`src/rtl/psk_pkg.sv`:
```
// Shared definitions for the PSK link: FSM state encoding and default timing constants.
// The receiver imports the same package so both ends agree on symbol timing.
package psk_pkg;

  typedef enum logic [1:0] {
    StIdle     = 2'd0,
    StPreamble = 2'd1,
    StData     = 2'd2
  } psk_state_e;

  localparam int unsigned DefCarrierHalf    = 5;
  localparam int unsigned DefCarriersPerSym = 2;
  localparam int unsigned DefPreambleSyms   = 8;

  function automatic int unsigned max_u(input int unsigned a, input int unsigned b);
    return (a > b) ? a : b;
  endfunction

  // Counter width for values 0..n-1, never narrower than one bit.
  function automatic int unsigned cnt_w(input int unsigned n);
    return (n > 1) ? $clog2(n) : 1;
  endfunction

endpackage

```
`src/rtl/psk_carrier_gen.sv`:
```
// Symbol timing for the PSK transmitter: sample counter within a symbol, square-wave
// carrier bit, and first/last-sample flags. All outputs describe the current sample.
module psk_carrier_gen
  import psk_pkg::*;
#(
  parameter int unsigned CARRIER_HALF     = DefCarrierHalf,
  parameter int unsigned CARRIERS_PER_SYM = DefCarriersPerSym
) (
  input  logic clk_i,
  input  logic rst_i,
  input  logic en_i,
  input  logic clr_i,
  output logic carrier_o,
  output logic sym_start_o,
  output logic sym_last_o
);

  localparam int unsigned SymLen  = 2 * CARRIER_HALF * CARRIERS_PER_SYM;
  localparam int unsigned SampleW = cnt_w(SymLen);
  localparam int unsigned HalfW   = cnt_w(CARRIER_HALF);

  localparam logic [SampleW-1:0] SampleLast = SampleW'(SymLen - 1);
  localparam logic [HalfW-1:0]   HalfLast   = HalfW'(CARRIER_HALF - 1);

  logic [SampleW-1:0] sample_d, sample_q;
  logic [HalfW-1:0]   half_d, half_q;
  logic               carrier_d, carrier_q;

  assign sym_start_o = (sample_q == '0);
  assign sym_last_o  = (sample_q == SampleLast);
  assign carrier_o   = carrier_q;

  // Advance one sample per enabled cycle; the symbol end re-aligns the carrier to 0.
  always_comb begin
    sample_d  = sample_q;
    half_d    = half_q;
    carrier_d = carrier_q;
    if (clr_i) begin
      sample_d  = '0;
      half_d    = '0;
      carrier_d = 1'b0;
    end else if (en_i) begin
      if (sym_last_o) begin
        sample_d  = '0;
        half_d    = '0;
        carrier_d = 1'b0;
      end else begin
        sample_d = sample_q + SampleW'(1);
        if (half_q == HalfLast) begin
          half_d    = '0;
          carrier_d = ~carrier_q;
        end else begin
          half_d = half_q + HalfW'(1);
        end
      end
    end
  end

  // Counter and carrier state.
  always_ff @(posedge clk_i or posedge rst_i) begin
    if (rst_i) begin
      sample_q  <= '0;
      half_q    <= '0;
      carrier_q <= 1'b0;
    end else begin
      sample_q  <= sample_d;
      half_q    <= half_d;
      carrier_q <= carrier_d;
    end
  end

endmodule

```
`src/rtl/psk_encoder_tx.sv`:
```
// Differential BPSK transmitter. Takes bytes over valid/ready, sends a preamble of
// phase flips, then data bits LSB first; a '1' inverts carrier phase at symbol start.
// Internal state describes the sample being computed; line outputs are registered one
// cycle later, so the first preamble sample appears after the edge following the transfer.
module psk_encoder_tx
  import psk_pkg::*;
#(
  parameter int unsigned CARRIER_HALF     = DefCarrierHalf,
  parameter int unsigned CARRIERS_PER_SYM = DefCarriersPerSym,
  parameter int unsigned PREAMBLE_SYMS    = DefPreambleSyms,
  parameter int unsigned DATA_W           = 8
) (
  input  logic              clk,
  input  logic              rst,
  input  logic [DATA_W-1:0] tx_data,
  input  logic              tx_valid,
  output logic              tx_ready,
  output logic              psk_signal,
  output logic              tx_active,
  output logic              sym_strobe
);

  localparam int unsigned BitW = cnt_w(max_u(DATA_W, PREAMBLE_SYMS));

  localparam logic [BitW-1:0] PreLast  = BitW'(PREAMBLE_SYMS - 1);
  localparam logic [BitW-1:0] DataLast = BitW'(DATA_W - 1);

  psk_state_e        state_d, state_q;
  logic [DATA_W-1:0] sr_d, sr_q;
  logic [BitW-1:0]   bit_d, bit_q;
  logic              phase_d, phase_q;
  logic              psk_d, psk_q;
  logic              active_d, active_q;
  logic              strobe_d, strobe_q;

  logic running;
  logic word_end;
  logic take;
  logic sym_bit;
  logic phase_cur;
  logic gen_clr;
  logic carrier;
  logic sym_start;
  logic sym_last;

  psk_carrier_gen #(
    .CARRIER_HALF    (CARRIER_HALF),
    .CARRIERS_PER_SYM(CARRIERS_PER_SYM)
  ) u_carrier_gen (
    .clk_i      (clk),
    .rst_i      (rst),
    .en_i       (running),
    .clr_i      (gen_clr),
    .carrier_o  (carrier),
    .sym_start_o(sym_start),
    .sym_last_o (sym_last)
  );

  assign running  = (state_q != StIdle);
  assign word_end = (state_q == StData) && sym_last && (bit_q == DataLast);
  // Gated by rst directly so no handshake is advertised while reset is held.
  assign tx_ready = !rst && ((state_q == StIdle) || word_end);
  assign take     = tx_valid && tx_ready;
  assign gen_clr  = running && (state_d == StIdle);

  assign sym_bit   = (state_q == StPreamble) ? 1'b1 : sr_q[0];
  assign phase_cur = (running && sym_start) ? (phase_q ^ sym_bit) : phase_q;

  assign psk_signal = psk_q;
  assign tx_active  = active_q;
  assign sym_strobe = strobe_q;

  // Next-state: frame sequencing, word latch/shift, symbol count and phase update.
  always_comb begin
    state_d  = state_q;
    sr_d     = sr_q;
    bit_d    = bit_q;
    phase_d  = phase_cur;
    psk_d    = running && (carrier ^ phase_cur);
    active_d = running;
    strobe_d = running && sym_start;
    unique case (state_q)
      StIdle: begin
        phase_d = 1'b0;
        if (take) begin
          sr_d    = tx_data;
          bit_d   = '0;
          state_d = StPreamble;
        end
      end
      StPreamble: begin
        if (sym_last) begin
          if (bit_q == PreLast) begin
            bit_d   = '0;
            state_d = StData;
          end else begin
            bit_d = bit_q + BitW'(1);
          end
        end
      end
      StData: begin
        if (sym_last) begin
          if (bit_q == DataLast) begin
            bit_d = '0;
            if (take) begin
              sr_d = tx_data;
            end else begin
              state_d = StIdle;
            end
          end else begin
            bit_d = bit_q + BitW'(1);
            sr_d  = sr_q >> 1;
          end
        end
      end
      default: begin
        state_d = StIdle;
      end
    endcase
  end

  // FSM, datapath and registered line outputs.
  always_ff @(posedge clk or posedge rst) begin
    if (rst) begin
      state_q  <= StIdle;
      sr_q     <= '0;
      bit_q    <= '0;
      phase_q  <= 1'b0;
      psk_q    <= 1'b0;
      active_q <= 1'b0;
      strobe_q <= 1'b0;
    end else begin
      state_q  <= state_d;
      sr_q     <= sr_d;
      bit_q    <= bit_d;
      phase_q  <= phase_d;
      psk_q    <= psk_d;
      active_q <= active_d;
      strobe_q <= strobe_d;
    end
  end

endmodule
```
`config.mk`:
```
export PLATFORM = sky130hd
export DESIGN_NAME = psk_encoder_tx
export DESIGN_NICKNAME = d
export VERILOG_FILES = /design/src/rtl/psk_pkg.sv /design/src/rtl/psk_carrier_gen.sv /design/src/rtl/psk_encoder_tx.sv
export SDC_FILE = /design/constraint.sdc
export NUM_CORES = 1
export LEC_CHECK = 0
export CORE_ASPECT_RATIO = 1.75
export CORE_MARGIN = 1.5
export CORE_UTILIZATION = 45
export DETAILED_ROUTE_END_ITERATION = 12
export GPL_ROUTABILITY_DRIVEN = 0
export PLACE_DENSITY_LB_ADDON = 0.3
export RECOVER_POWER = 50
export SYNTH_ARGS = -nofsm -noshare
export SYNTH_HDL_FRONTEND = slang
export SYNTH_SLANG_ARGS = --single-unit
```
`constraint.sdc`:
```
create_clock -name clk -period 4 [get_ports clk]
set_input_delay 0.8 -clock clk [delete_from_list [all_inputs] [get_ports clk]]
set_output_delay 0.8 -clock clk [all_outputs]
set_load 0.05 [all_outputs]
```
### Yosys cells after proc, flatten, opt, wreduce, memory -nomap -nowiden

Cells that the tools add are included.

* bits in registers: 26
* input bits: 11
* output and inout port bits: 4
* word-level logic and storage cells: 74

* add/sub/neg operators: 3
* equal/unequal tests: 8
* mux-type cells: 29
* bitwise operators: 3
* reduce and logical (&&, ||, !) cells: 21

Operators by type and width (count)
* 8-bit two-way mux: 3
* 3-bit two-way mux: 7
* 8-bit one-hot mux with 2 select lines: 1
* 5-bit two-way mux: 3
* 2-bit two-way mux: 6
* 2-bit nonzero test: 4
* 1-bit logical AND: 7
* 1-bit two-way mux: 7
* 3-bit by 1-bit adder with 3-bit output, second input constant: 2
* 3-bit equality test, second input constant: 2
* 2-bit one-hot mux with 3 select lines: 1
* 3-bit one-hot mux with 2 select lines: 1
* 5-bit by 1-bit adder with 5-bit output, second input constant: 1
* 5-bit equality test, second input constant: 1
* 5-bit zero test: 1
* 2-bit zero test: 2
* 2-bit inequality test, second input constant: 2
* 2-bit AND reduction: 2
* 3-bit AND reduction: 1
* 3-bit nonzero test: 1
* 2-bit by 1-bit equality test with 1-bit output, second input constant: 1
* 2-bit equality test, second input constant: 1
* 2-bit by 1-bit inequality test with 1-bit output, second input constant: 1
* 2-bit OR reduction: 1
* other kinds (4): 5

### Depth between registers and ports, before layout

* word-level depth: 14
* mapped depth: 8
* depth with buffers taken out: 7

### Hierarchy

From an unflattened synthesis, not the netlist that was laid out.

* cells, all modules: 147
* area total of the unflattened synthesis: 1498.9 µm²

By module, submodules not included
* psk_encoder_tx: instances 1, cells each 89, area an instance 947.2 µm²
* psk_carrier_gen: instances 1, cells each 58, area an instance 551.8 µm²

### Worst setup path before layout

No wires, ideal clock.

* path type: reg2out
* start point: reg state_q[1]
* end point: out tx_ready
* arrival: 2.008 ns
* required time: 3.200 ns
* path slack: 1.192 ns
* stages on the path, launching flop included: 7
* buffers on the path: 2
* cells stage by stage: dfrtp_1 > inv_1 > ha_1 > clkbuf_8 > clkbuf_1 > inv_2 > a21oi_1

* word-level cells in the longest chain between the ends: 5
* elaborated cells between the ends (all ways): 6
* those cells by class: 1 x eq/ne; 5 x reduce/logical

RTL lines
* from (decl): RTL line psk_encoder_tx.sv:28 `psk_state_e state_d, state_q;`
* from (signal assigned): RTL line psk_encoder_tx.sv:125 `state_q <= StIdle;`
* from (signal assigned): RTL line psk_encoder_tx.sv:133 `state_q <= state_d;`
* 2-bit equality test: RTL line psk_encoder_tx.sv:60 `assign word_end = (state_q == StData) && sym_last && (bit_q == DataLast);`
* 1-bit logical AND (2 in a row): RTL line psk_encoder_tx.sv:60
* 1-bit logical OR *: RTL line psk_encoder_tx.sv:62 `assign tx_ready = !rst && ((state_q == StIdle) || word_end);`
* 1-bit logical AND *: RTL line psk_encoder_tx.sv:62
* to (decl): RTL line psk_encoder_tx.sv:17 `output logic tx_ready,`

Mark *: on every way between the ends. The rest lies on a longest branch, timed or not.

### Worst setup path after layout

* start point: reg u_carrier_gen.sample_q[1]
* end point: out tx_ready

* word-level cells in the longest chain between the ends: 5

RTL lines
* from (decl): RTL line psk_carrier_gen.sv:25 `logic [SampleW-1:0] sample_d, sample_q;`
* from (signal assigned): RTL line psk_carrier_gen.sv:66 `sample_q <= sample_d;`
* 5-bit equality test: RTL line psk_carrier_gen.sv:30 `assign sym_last_o = (sample_q == SampleLast);`
* 1-bit logical AND (2 in a row): RTL line psk_encoder_tx.sv:60
* 1-bit logical OR: RTL line psk_encoder_tx.sv:62
* 1-bit logical AND: RTL line psk_encoder_tx.sv:62

No other way between the ends.

==> tab_implementation.tex <==
\begin{tabular}{lr}
\hline
Metric & Value \\
\hline
\multicolumn{2}{l}{\textbf{Synth}} \\
Yosys warnings & 0 \\
Synthesized Nets & 167 \\
Area of the mapped netlist & approximately 0.0015 sq mm \\
Synth Flop Type & dfrtp\_1 \\
Post-synthesis instance total & 146 \\
Unique masters post-synth & 44 \\
Sequential area share after synthesis & 0.437 \\
Mean cell area of the mapped netlist & slightly above 10 sq um \\
Number of flip-flops and latches in the synthesized netlist & 26 \\
Number of enable flip-flop cells after synthesis & 0 \\
Async set-reset flop share out of synthesis & 1.00 \\
\multicolumn{2}{l}{\textbf{Pwr}} \\
Highest ir drop seen on vdd & approximately 350 uV \\
Net switching component of the power & approximately 0.42 mW \\
Clock power share & 0.209 \\
Standby leakage power & slightly below 0.8 nW \\
Power density cells & roughly 620 mW/mm\^{}2 \\
Internal power & 0.646 mW \\
Sequential fraction of design power & 0.385 \\
Combinational share of power & 0.406 \\
Net Sw Frac & 0.393 \\
\multicolumn{2}{l}{\textbf{Clock network}} \\
Post-CTS resize count & 0 \\
Number of levels the H-tree was split into & 1 \\
Post-CTS setup buffer count & 0 \\
Register clock-pin slew on the reported worst setup and hold paths & approximately 90 ps \\
Clock tree from TritonCTS & yes \\
Worst-skew pair later-pin latency & 270 ps \\
CTS Hold Buffers Added & 0 \\
Root Buffer Master & clkbuf\_8 \\
Maximum clock path buffer count & 2 \\
Number of clock sinks & 26 \\
Number of buffers inserted during clock tree synthesis & 3 \\
\multicolumn{2}{l}{\textbf{Global route}} \\
Number of global-route vias before repair & $\sim$1,200 \\
Global route total overflow & 0 \\
Pin count of the biggest net entering global routing & 27 \\
Initial antenna violation count & 0 \\
Global-route wire length before repair & approximately 5200 um \\
Overall track demand over capacity in global routing & 0.192 \\
\multicolumn{2}{l}{\textbf{Drt}} \\
Number of iterations in the first detailed-routing pass & 4 \\
Average vias per placed instance & $\sim$5.7 \\
Wire length reported by the detailed router & between 3000 and 4000 um \\
Routed wire length on met2 & about 1700 um \\
Met3 Wirelength & 52 um \\
DRC errors left & 0 \\
Number of routed nets with antenna violations & 0 \\
Detailed-route via count & roughly 1,200 \\
Drt initial violations & between 60 and 70 \\
Wirelength per Cell & 15.1 um \\
Max layer used & met4 \\
Routed metal-1 wire length & about 1300 um \\
\multicolumn{2}{l}{\textbf{Setup path}} \\
Arrival time worst endpoint & roughly 2700 ps \\
Required time of the worst setup path & about 3200 ps \\
Class of the most critical setup path & register to primary output \\
Kind of end point of the critical path & primary output \\
Highest fanout seen on the critical path & 10 \\
Type of origin of the critical path & register \\
\multicolumn{2}{l}{\textbf{Finish}} \\
Area added between synthesis and finish & 14.9\% \\
Layout Utilization & 0.545 \\
Final net count & between 150 and 200 \\
Share of post-route cells with drive strength above 1 & 0.0802 \\
Number of diodes & 0 \\
Fillers & between 200 and 300 \\
\multicolumn{2}{l}{\textbf{Outcome}} \\
Result of the run & complete, no violations \\
\multicolumn{2}{l}{\textbf{Timing}} \\
Worst rel slew slack & 0.347 \\
Max-slew violation count & 0 \\
Pin slew with the least headroom to its limit & between 900 and 1000 ps \\
Final-layout setup total negative slack & 0 ps \\
Clock Skews & 3.29 ps \\
Unrepaired setup endpoints after global routing & no \\
Number of setup violations in the final report & 0 \\
Final hold violation count & 0 \\
Final Critical Period & $\sim$3500 ps \\
Minimum setup slack in the final design & 536 ps \\
Max Freq & 289 MHz \\
Period Utilization, post-route & 0.866 \\
\multicolumn{2}{l}{\textbf{Floorplanning}} \\
X dimension of the die & approximately 47 um \\
Initial core utilization & 0.474 \\
Height of the chip & roughly 79 um \\
Core area & between 0.003 and 0.004 sq mm \\
Die area & $\sim$0.0037 sq mm \\
Cell Rows & 27 \\
Top Ports & 15 \\
\multicolumn{2}{l}{\textbf{Job}} \\
Number of max-cap violations & 0 \\
\multicolumn{2}{l}{\textbf{Place}} \\
Detail Placement HPWL & about 2400 um \\
Pre-CTS setup slack & around 890 ps \\
Number of input and output port buffers inserted & 14 \\
\multicolumn{2}{l}{\textbf{Hold path}} \\
Hold Path Class & register to register \\
\hline
\end{tabular}
## final timing paths
check / startpoint / endpoint / slack (ps) / depth (start not counted)
min reg2reg: sr_q[4]$_DFFE_PP0P_ / sr_q[4]$_DFFE_PP0P_ / 500 / 2
min in group asynchronous: rst / sr_q[7]$_DFFE_PP0P_ / 1260 / 2
min: sr_q[4]$_DFFE_PP0P_ / sr_q[4]$_DFFE_PP0P_ / 500 / 2
max: u_carrier_gen.sample_q[1]$_DFFE_PP0P_ / tx_ready / 540 / 5
max in group asynchronous: rst / phase_q$_DFF_PP0_ / 2150 / 2
max reg2reg: state_q[1]$_DFF_PP0_ / u_carrier_gen.half_q[1]$_DFFE_PP0P_ / 1170 / 7
## stage by stage
stage	instances	power (mW)	hold WS, ps	cell area [sq um]
finish	205	1.06	497	1710
global route	205	1.13	528	1710
CTS	205	1.08	500	1730
detailed placement	201	0.856	479	1660
global placement	201	0.838	469	1660
floorplan	146	0.740	452	1490
## critical path, stage by stage (launching register included)
cell and delay [ps]:
dfrtp_1 390, ha_1 240, and4bb_1 570, nand3_1 200
a21oi_1 180, clkdlybuf4s50_1 810
## Yosys cell counts (2+ instances only)
| master | number | area share |
|---|---|---|
| dfrtp_1 | 26 | 0.44 |
| inv_1 | 21 | 0.053 |
| nand2_1 | 13 | 0.033 |
| ha_1 | 10 | 0.084 |
| nor2_1 | 9 | 0.023 |
| a21oi_1 | 7 | 0.024 |
| a222oi_1 | 7 | 0.047 |
| nand3_1 | 5 | 0.017 |
| o21ai_0 | 3 | 0.010 |
| o21ai_1 | 3 | 0.010 |
| a22oi_1 | 2 | 0.010 |
| and2_1 | 2 | 0.0084 |
| nor3_1 | 2 | 0.0067 |
| o2111ai_1 | 2 | 0.012 |
| o22ai_1 | 2 | 0.0084 |
| o2bb2ai_1 | 2 | 0.012 |
| o31ai_2 | 2 | 0.017 |
| xor2_1 | 2 | 0.012 |
## power groups by stage
stage / Combinational [mW] / Clock [mW] / Sequential, mW
2_1_floorplan: 0.309 / 0 / 0.431
3_3_place_gp: 0.428 / 0 / 0.409
3_5_place_dp: 0.440 / 0 / 0.416
4_1_cts: 0.445 / 0.222 / 0.411
5_1_grt: 0.481 / 0.231 / 0.421
6_report: 0.432 / 0.222 / 0.410
## layer usage
metal / vias up / global-route usage
met3: 6 / 0.0159
met4: 0 / 0.0800
met1: 575 / 0.230
li1: 556 / -
met5: - / 0
met2: 22 / 0.332
## cell usage in the layout (no fill, tap or decap), types with 3 or more instances in the layout
cell type,Yosys,layout
a21oi_1,7,7
a222oi_1,7,7
clkbuf_8,1,3
clkdlybuf4s50_1,0,13
dfrtp_1,26,26
ha_1,10,10
inv_1,21,22
nand2_1,13,13
nand3_1,5,5
nor2_1,9,9
o21ai_0,3,3
o21ai_1,3,3
## flip-flops by register name (all words and copies together) (netlist names)
register / flops
psk_signal: 1
sr_q: 8
u_carrier_gen.carrier_o: 1
phase_q: 1
u_carrier_gen.half_q: 3
sym_strobe: 1
state_q: 2
tx_active: 1
bit_q: 3
u_carrier_gen.sample_q: 5
## final cells by class
class	instances	area, sq um	area share
clock inverters	1	30.0	0.0175
clock buffers	3	41.3	0.0241
well taps	43	53.8	0.0314
repair buffers	15	144	0.0840
multi-input cells	95	711	0.415
flip-flops and latches	26	651	0.380
inverters	22	82.6	0.0482
## cells by family (layout without fill, tap and decap cells)
| kind of cell | Yosys count | in the layout | share of synthesized area |
|---|---|---|---|
| adder cells (fa/ha/maj) | 10 | 10 | 0.0840 |
| AO/OA/AOI/OAI | 40 | 40 | 0.233 |
| buffers and inverters | 25 | 41 | 0.0747 |
| flip-flops | 26 | 26 | 0.437 |
| XOR/XNOR | 2 | 2 | 0.0118 |
| AND/OR/NAND/NOR | 43 | 43 | 0.160 |
Power figures use the tool's default switching activity.
